`config.mk`:
```
export PLATFORM = sky130hd
export DESIGN_NAME = aurora_scrambler
export DESIGN_NICKNAME = d
export VERILOG_FILES = /design/src/rtl/aurora_pkg.sv /design/src/rtl/aurora_scrambler.sv
export SDC_FILE = /design/constraint.sdc
export NUM_CORES = 1
export LEC_CHECK = 0
export BUFFER_PORTS_ARGS = -buffer_cell sky130_fd_sc_hd__buf_2
export CAP_MARGIN = 10
export CORE_UTILIZATION = 50
export DETAILED_ROUTE_END_ITERATION = 10
export PLACE_DENSITY = 0.72
export SLEW_MARGIN = 20
export SYNTH_ARGS = -nofsm -noshare
export SYNTH_HDL_FRONTEND = slang
export SYNTH_SLANG_ARGS = --single-unit
```
`constraint.sdc`:
```
create_clock -name clk -period 1.6 [get_ports clk]
set_input_delay 0.16 -clock clk [delete_from_list [all_inputs] [get_ports clk]]
set_output_delay 0.16 -clock clk [all_outputs]
set_load 0.01 [all_outputs]
```
`src/rtl/aurora_pkg.sv`:
```
// Shared Aurora 64b/66b constants: sync headers, scrambler taps, LFSR geometry and seed.
package aurora_pkg;

  // Sync header encodings
  localparam logic [1:0] SYNC_DATA = 2'b01;
  localparam logic [1:0] SYNC_CTRL = 2'b10;

  // Self-synchronous scrambler x^58 + x^39 + 1
  localparam int unsigned LFSR_WIDTH = 58;
  localparam int unsigned TAP_LO     = 38;
  localparam int unsigned TAP_HI     = 57;

  // State loaded on reset
  localparam logic [LFSR_WIDTH-1:0] DEFAULT_SEED = 58'h3FF_FFFF_FFFF_FFFF;

endpackage

```
`src/rtl/aurora_scrambler.sv`:
```
// Aurora 64b/66b TX payload scrambler (x^58 + x^39 + 1).
// Produces a registered 66-bit block {sync header, scrambled payload}; the header
// bypasses the scrambler. Payload bit 0 is scrambled first, and the LFSR state is
// made only of scrambled output bits so the far-end descrambler self-synchronises.
module aurora_scrambler
  import aurora_pkg::*;
#(
  parameter int unsigned            TX_DATA_WIDTH  = 64,  // only 64 is supported
  parameter logic [LFSR_WIDTH-1:0]  SCRAMBLER_SEED = DEFAULT_SEED
) (
  input  logic                       clk,
  input  logic                       rst,
  input  logic [TX_DATA_WIDTH-1:0]   data_in,
  input  logic [1:0]                 sync_info,
  input  logic                       enable,
  output logic [TX_DATA_WIDTH+1:0]   data_out
);

  logic [LFSR_WIDTH-1:0]     state_r;
  logic [TX_DATA_WIDTH+1:0]  data_out_r;
  logic [LFSR_WIDTH-1:0]     poly_s;
  logic [TX_DATA_WIDTH-1:0]  scrambled_s;

  // Unrolled bit-serial scramble of the whole payload from the current state
  always_comb begin
    poly_s      = state_r;
    scrambled_s = '0;
    for (int i = 0; i < TX_DATA_WIDTH; i++) begin
      scrambled_s[i] = data_in[i] ^ poly_s[TAP_LO] ^ poly_s[TAP_HI];
      poly_s         = {poly_s[LFSR_WIDTH-2:0], scrambled_s[i]};
    end
  end

  // State and output registers: reset reseeds, enable advances, otherwise hold
  always_ff @(posedge clk) begin
    if (rst) begin
      state_r    <= SCRAMBLER_SEED;
      data_out_r <= '0;
    end else if (enable) begin
      state_r    <= poly_s;
      data_out_r <= {sync_info, scrambled_s};
    end else begin
      state_r    <= state_r;
      data_out_r <= data_out_r;
    end
  end

  assign data_out = data_out_r;

endmodule

```
==> impl_metrics.ini <==
[final_layout]
multiInputGateArea_um2 = 3463
fillCellCount = 967
layout-area-overhead-vs-synth_pct = 24.99
finalCoreUtilization_pct = 64.34
layout.nets = 825
area.sequential_um2 = 2482
final-instance-count-excl-fill = 937
antenna_cells = 0
final_layout_size_suffix_gt1_share_pct = 24.97

[status]
run_status = finished clean

[logic_synthesis]
synthesized_flop_and_latch_total = 124
mappedNetlistArea_um2 = 6208
synthDistinctLibCells = 25
syn_avg_cell_area_um2 = 10.03
synth-warning-count = 0
syn-num-nets = 688
synth_sequential_area_ratio_pct = 39.98
syn_inst = 619

[global_route]
initial_antenna_violation_count = 0
globalRoute.totalOverflow = 0
grt_start_max_net_pins = 45
grt_pass1_vias = 4970
grt_pass1_wl_um = 25610
grt_util_met1_pct = 35.25
met2_usage_pct = 42.29
grt.met3_usage_pct = 5.898
global_route.peak_usage_layer = met2
grt_usage_pct = 26.88

[timing]
relSlewSlack_pct = 66.96
unrepaired_setup_endpoints_after_global_routing = false
final_min_period_over_clock_period_pct = 92.63
period_minus_slack_ns = 1.482
max_freq_mhz = 674.7
timing.final.hold_violations = 0
tightest_slew_ns = 0.4920
setup_slack_ns = 0.1179
timing.setup.tns_ns = 0
finalClockSkew_ns = 0.005370
setup_violations = 0
hold_slack_ns = 0.1045
slew_violations = 0

[power]
p_sw_mw = 3.181
proportion_of_power_drawn_by_flip_flops_and_latches_pct = 36.7
power_density_nw_per_um2 = 1382
power.internal_mw = 7.543
peakVddDrop_v = 0.0006575
power.static_leakage_nw = 3.736
clock_power_share_pct = 37.2
switching_share_pct = 29.66
comb_power_share_pct = 26.0

[routing]
vias = 5131
wl_um = 16790
detail_route.vias_per_cell = 5.476
count_of_unresolved_drc_violations_after_routing = 0
drt-wirelength-per-cell_um = 17.92
ant_nets = 0
drt_iter0_drc = 472
first_pass_iters = 5

[placement]
portBuffers = 134
numPlacedInstances = 903
gp_congestion = 0.8987
hpwl_reported_at_the_end_of_detailed_placement_um = 12250
detailedPlace.worstSlack_ns = 0.1287

[die]
floorplan.initialDensity_pct = 51.47
die_area_um2 = 12870
top_level_ports = 135
core_area_um2 = 12060
rows = 40
die_x_um = 113.4
die_h_um = 113.4

[setup_path]
critPathArrivalTime_ns = 1.81
critical_path.startpoint_type = register
crit_fanout = 3
worst_ep_required_time_ns = 1.93
setup.worst_path.start = state_r[52]
end_kind = register
crit_type = register to register
r2r_start = state_r[52]

[worst_hold_path]
timing.hold.worst.class = primary input to register
timing.hold.worst.start = rst

[clocking]
max-clock-path-buffers = 2
cts_made_buffers = 17
cts_tree = done
cts-htree-levels = 4
clkTransAtPathRegs_ns = 0.06
ctsRootBufferMaster = sky130_fd_sc_hd__clkbuf_16
worstSkewPairLatency_ns = 0.42
cts.sinks = 124
post_cts_resized = 0

[flow_run]
max_cap_viol_count = 0
-- worst max-delay path: stages, from the launching register on --
cell	delay, ns
sky130_fd_sc_hd__dfxtp_1	0.38
sky130_fd_sc_hd__xor3_1	0.43
sky130_fd_sc_hd__or4_1	0.48
sky130_fd_sc_hd__o311ai_1	0.10
-- flip-flops by register name, indices dropped and copies added (netlist names) --
| name | cells |
|---|---|
| data_out | 66 |
| state_r | 58 |
-- cells by family (layout without fill, tap and decap cells) --
group,Yosys count,after routing,share of synthesized area (%)
AO/OA/AOI/OAI,135,135,12.64
AND/OR/NAND/NOR,194,194,14.63
multiplexers,8,8,1.290
flip-flops,124,124,39.98
buffers and inverters,62,212,4.272
XOR/XNOR,96,96,27.19
-- final timing paths --
| path | end | slack (ns) | depth (start not counted) |
|---|---|---|---|
| hold / removal | data_out[65] | 0.10 | 2 |
| setup / recovery | data_out[44] | 0.12 | 3 |
| setup reg to reg | data_out[44] | 0.12 | 3 |
| hold reg to reg | data_out[15] | 0.46 | 2 |
-- metrics by stage --
stage	cell area (µm²)	total power, mW
finish	7760	10.72
global route	7760	11.14
CTS	7760	10.75
detailed placement	7123	6.761
global placement	7123	6.690
floorplan	6208	5.834
-- layout by cell type, fill, tap and decap left out, types with 8 or more instances in the layout --
master	instances
sky130_fd_sc_hd__inv_1	19
sky130_fd_sc_hd__xor3_1	39
sky130_fd_sc_hd__nand2_1	105
sky130_fd_sc_hd__buf_2	133
sky130_fd_sc_hd__clkbuf_16	17
sky130_fd_sc_hd__xnor3_1	19
sky130_fd_sc_hd__o21ai_1	13
sky130_fd_sc_hd__mux2i_1	8
sky130_fd_sc_hd__a21oi_1	91
sky130_fd_sc_hd__nor2_1	8
sky130_fd_sc_hd__nand3b_1	19
sky130_fd_sc_hd__buf_4	22
sky130_fd_sc_hd__o311ai_1	19
sky130_fd_sc_hd__nand3_1	37
sky130_fd_sc_hd__xnor2_1	32
sky130_fd_sc_hd__dfxtp_1	124
-- synth_stat cells --
cell type,n,share of area (%)
sky130_fd_sc_hd__xnor3_1,19,6.9
sky130_fd_sc_hd__o211ai_1,6,0.73
sky130_fd_sc_hd__or2_0,6,0.60
sky130_fd_sc_hd__o21ai_1,13,1.0
sky130_fd_sc_hd__nand2_1,105,6.3
sky130_fd_sc_hd__nand3_1,37,3.0
sky130_fd_sc_hd__clkbuf_1,18,1.1
sky130_fd_sc_hd__buf_2,20,1.6
sky130_fd_sc_hd__inv_1,20,1.2
sky130_fd_sc_hd__mux2i_1,8,1.3
sky130_fd_sc_hd__xnor2_1,32,4.5
sky130_fd_sc_hd__buf_4,2,0.24
sky130_fd_sc_hd__dfxtp_1,124,40
sky130_fd_sc_hd__a21oi_1,91,7.3
sky130_fd_sc_hd__xor2_1,6,0.85
sky130_fd_sc_hd__buf_1,2,0.12
sky130_fd_sc_hd__nand3b_1,19,2.3
sky130_fd_sc_hd__o311ai_1,19,2.7
sky130_fd_sc_hd__o221ai_1,6,0.85
sky130_fd_sc_hd__nand2b_1,6,0.60
sky130_fd_sc_hd__nor3_1,6,0.48
sky130_fd_sc_hd__nor2b_1,1,0.10
sky130_fd_sc_hd__nor2_1,8,0.48
sky130_fd_sc_hd__or4_1,6,0.73
sky130_fd_sc_hd__xor3_1,39,15
-- final cells by class --
cell class	instances	area share [%]
clock inverter	15	2.467
clock buffer	17	5.482
multi-input combinational	433	44.63
inverter	20	0.9836
timing repair buffer	160	11.74
tap	168	2.709
sequential	124	31.99
-- power groups by stage --
| stage | clock network [mW] | logic, mW | registers, mW |
|---|---|---|---|
| 6_report | 3.99 | 2.79 | 3.94 |
| 4_1_cts | 4.03 | 2.79 | 3.93 |
| 3_5_place_dp | 0 | 2.77 | 3.99 |
| 3_3_place_gp | 0 | 2.72 | 3.97 |
| 5_1_grt | 4.15 | 3.00 | 3.98 |
| 2_1_floorplan | 0 | 1.85 | 3.98 |
-- per-layer routing --
metal	share of wire [%]	wire, µm
met2	46	7751
met5	0	0
met3	7.0	1174
met1	44	7308
met4	3.3	557
-- repair_timing --
action | in CTS | in global routing
hold buffers | 2 | 0
buffers inserted | 0 | 0
endpoints found under the hold margin | 2 | 0
No activity file was read; power rests on OpenSTA's default activity.
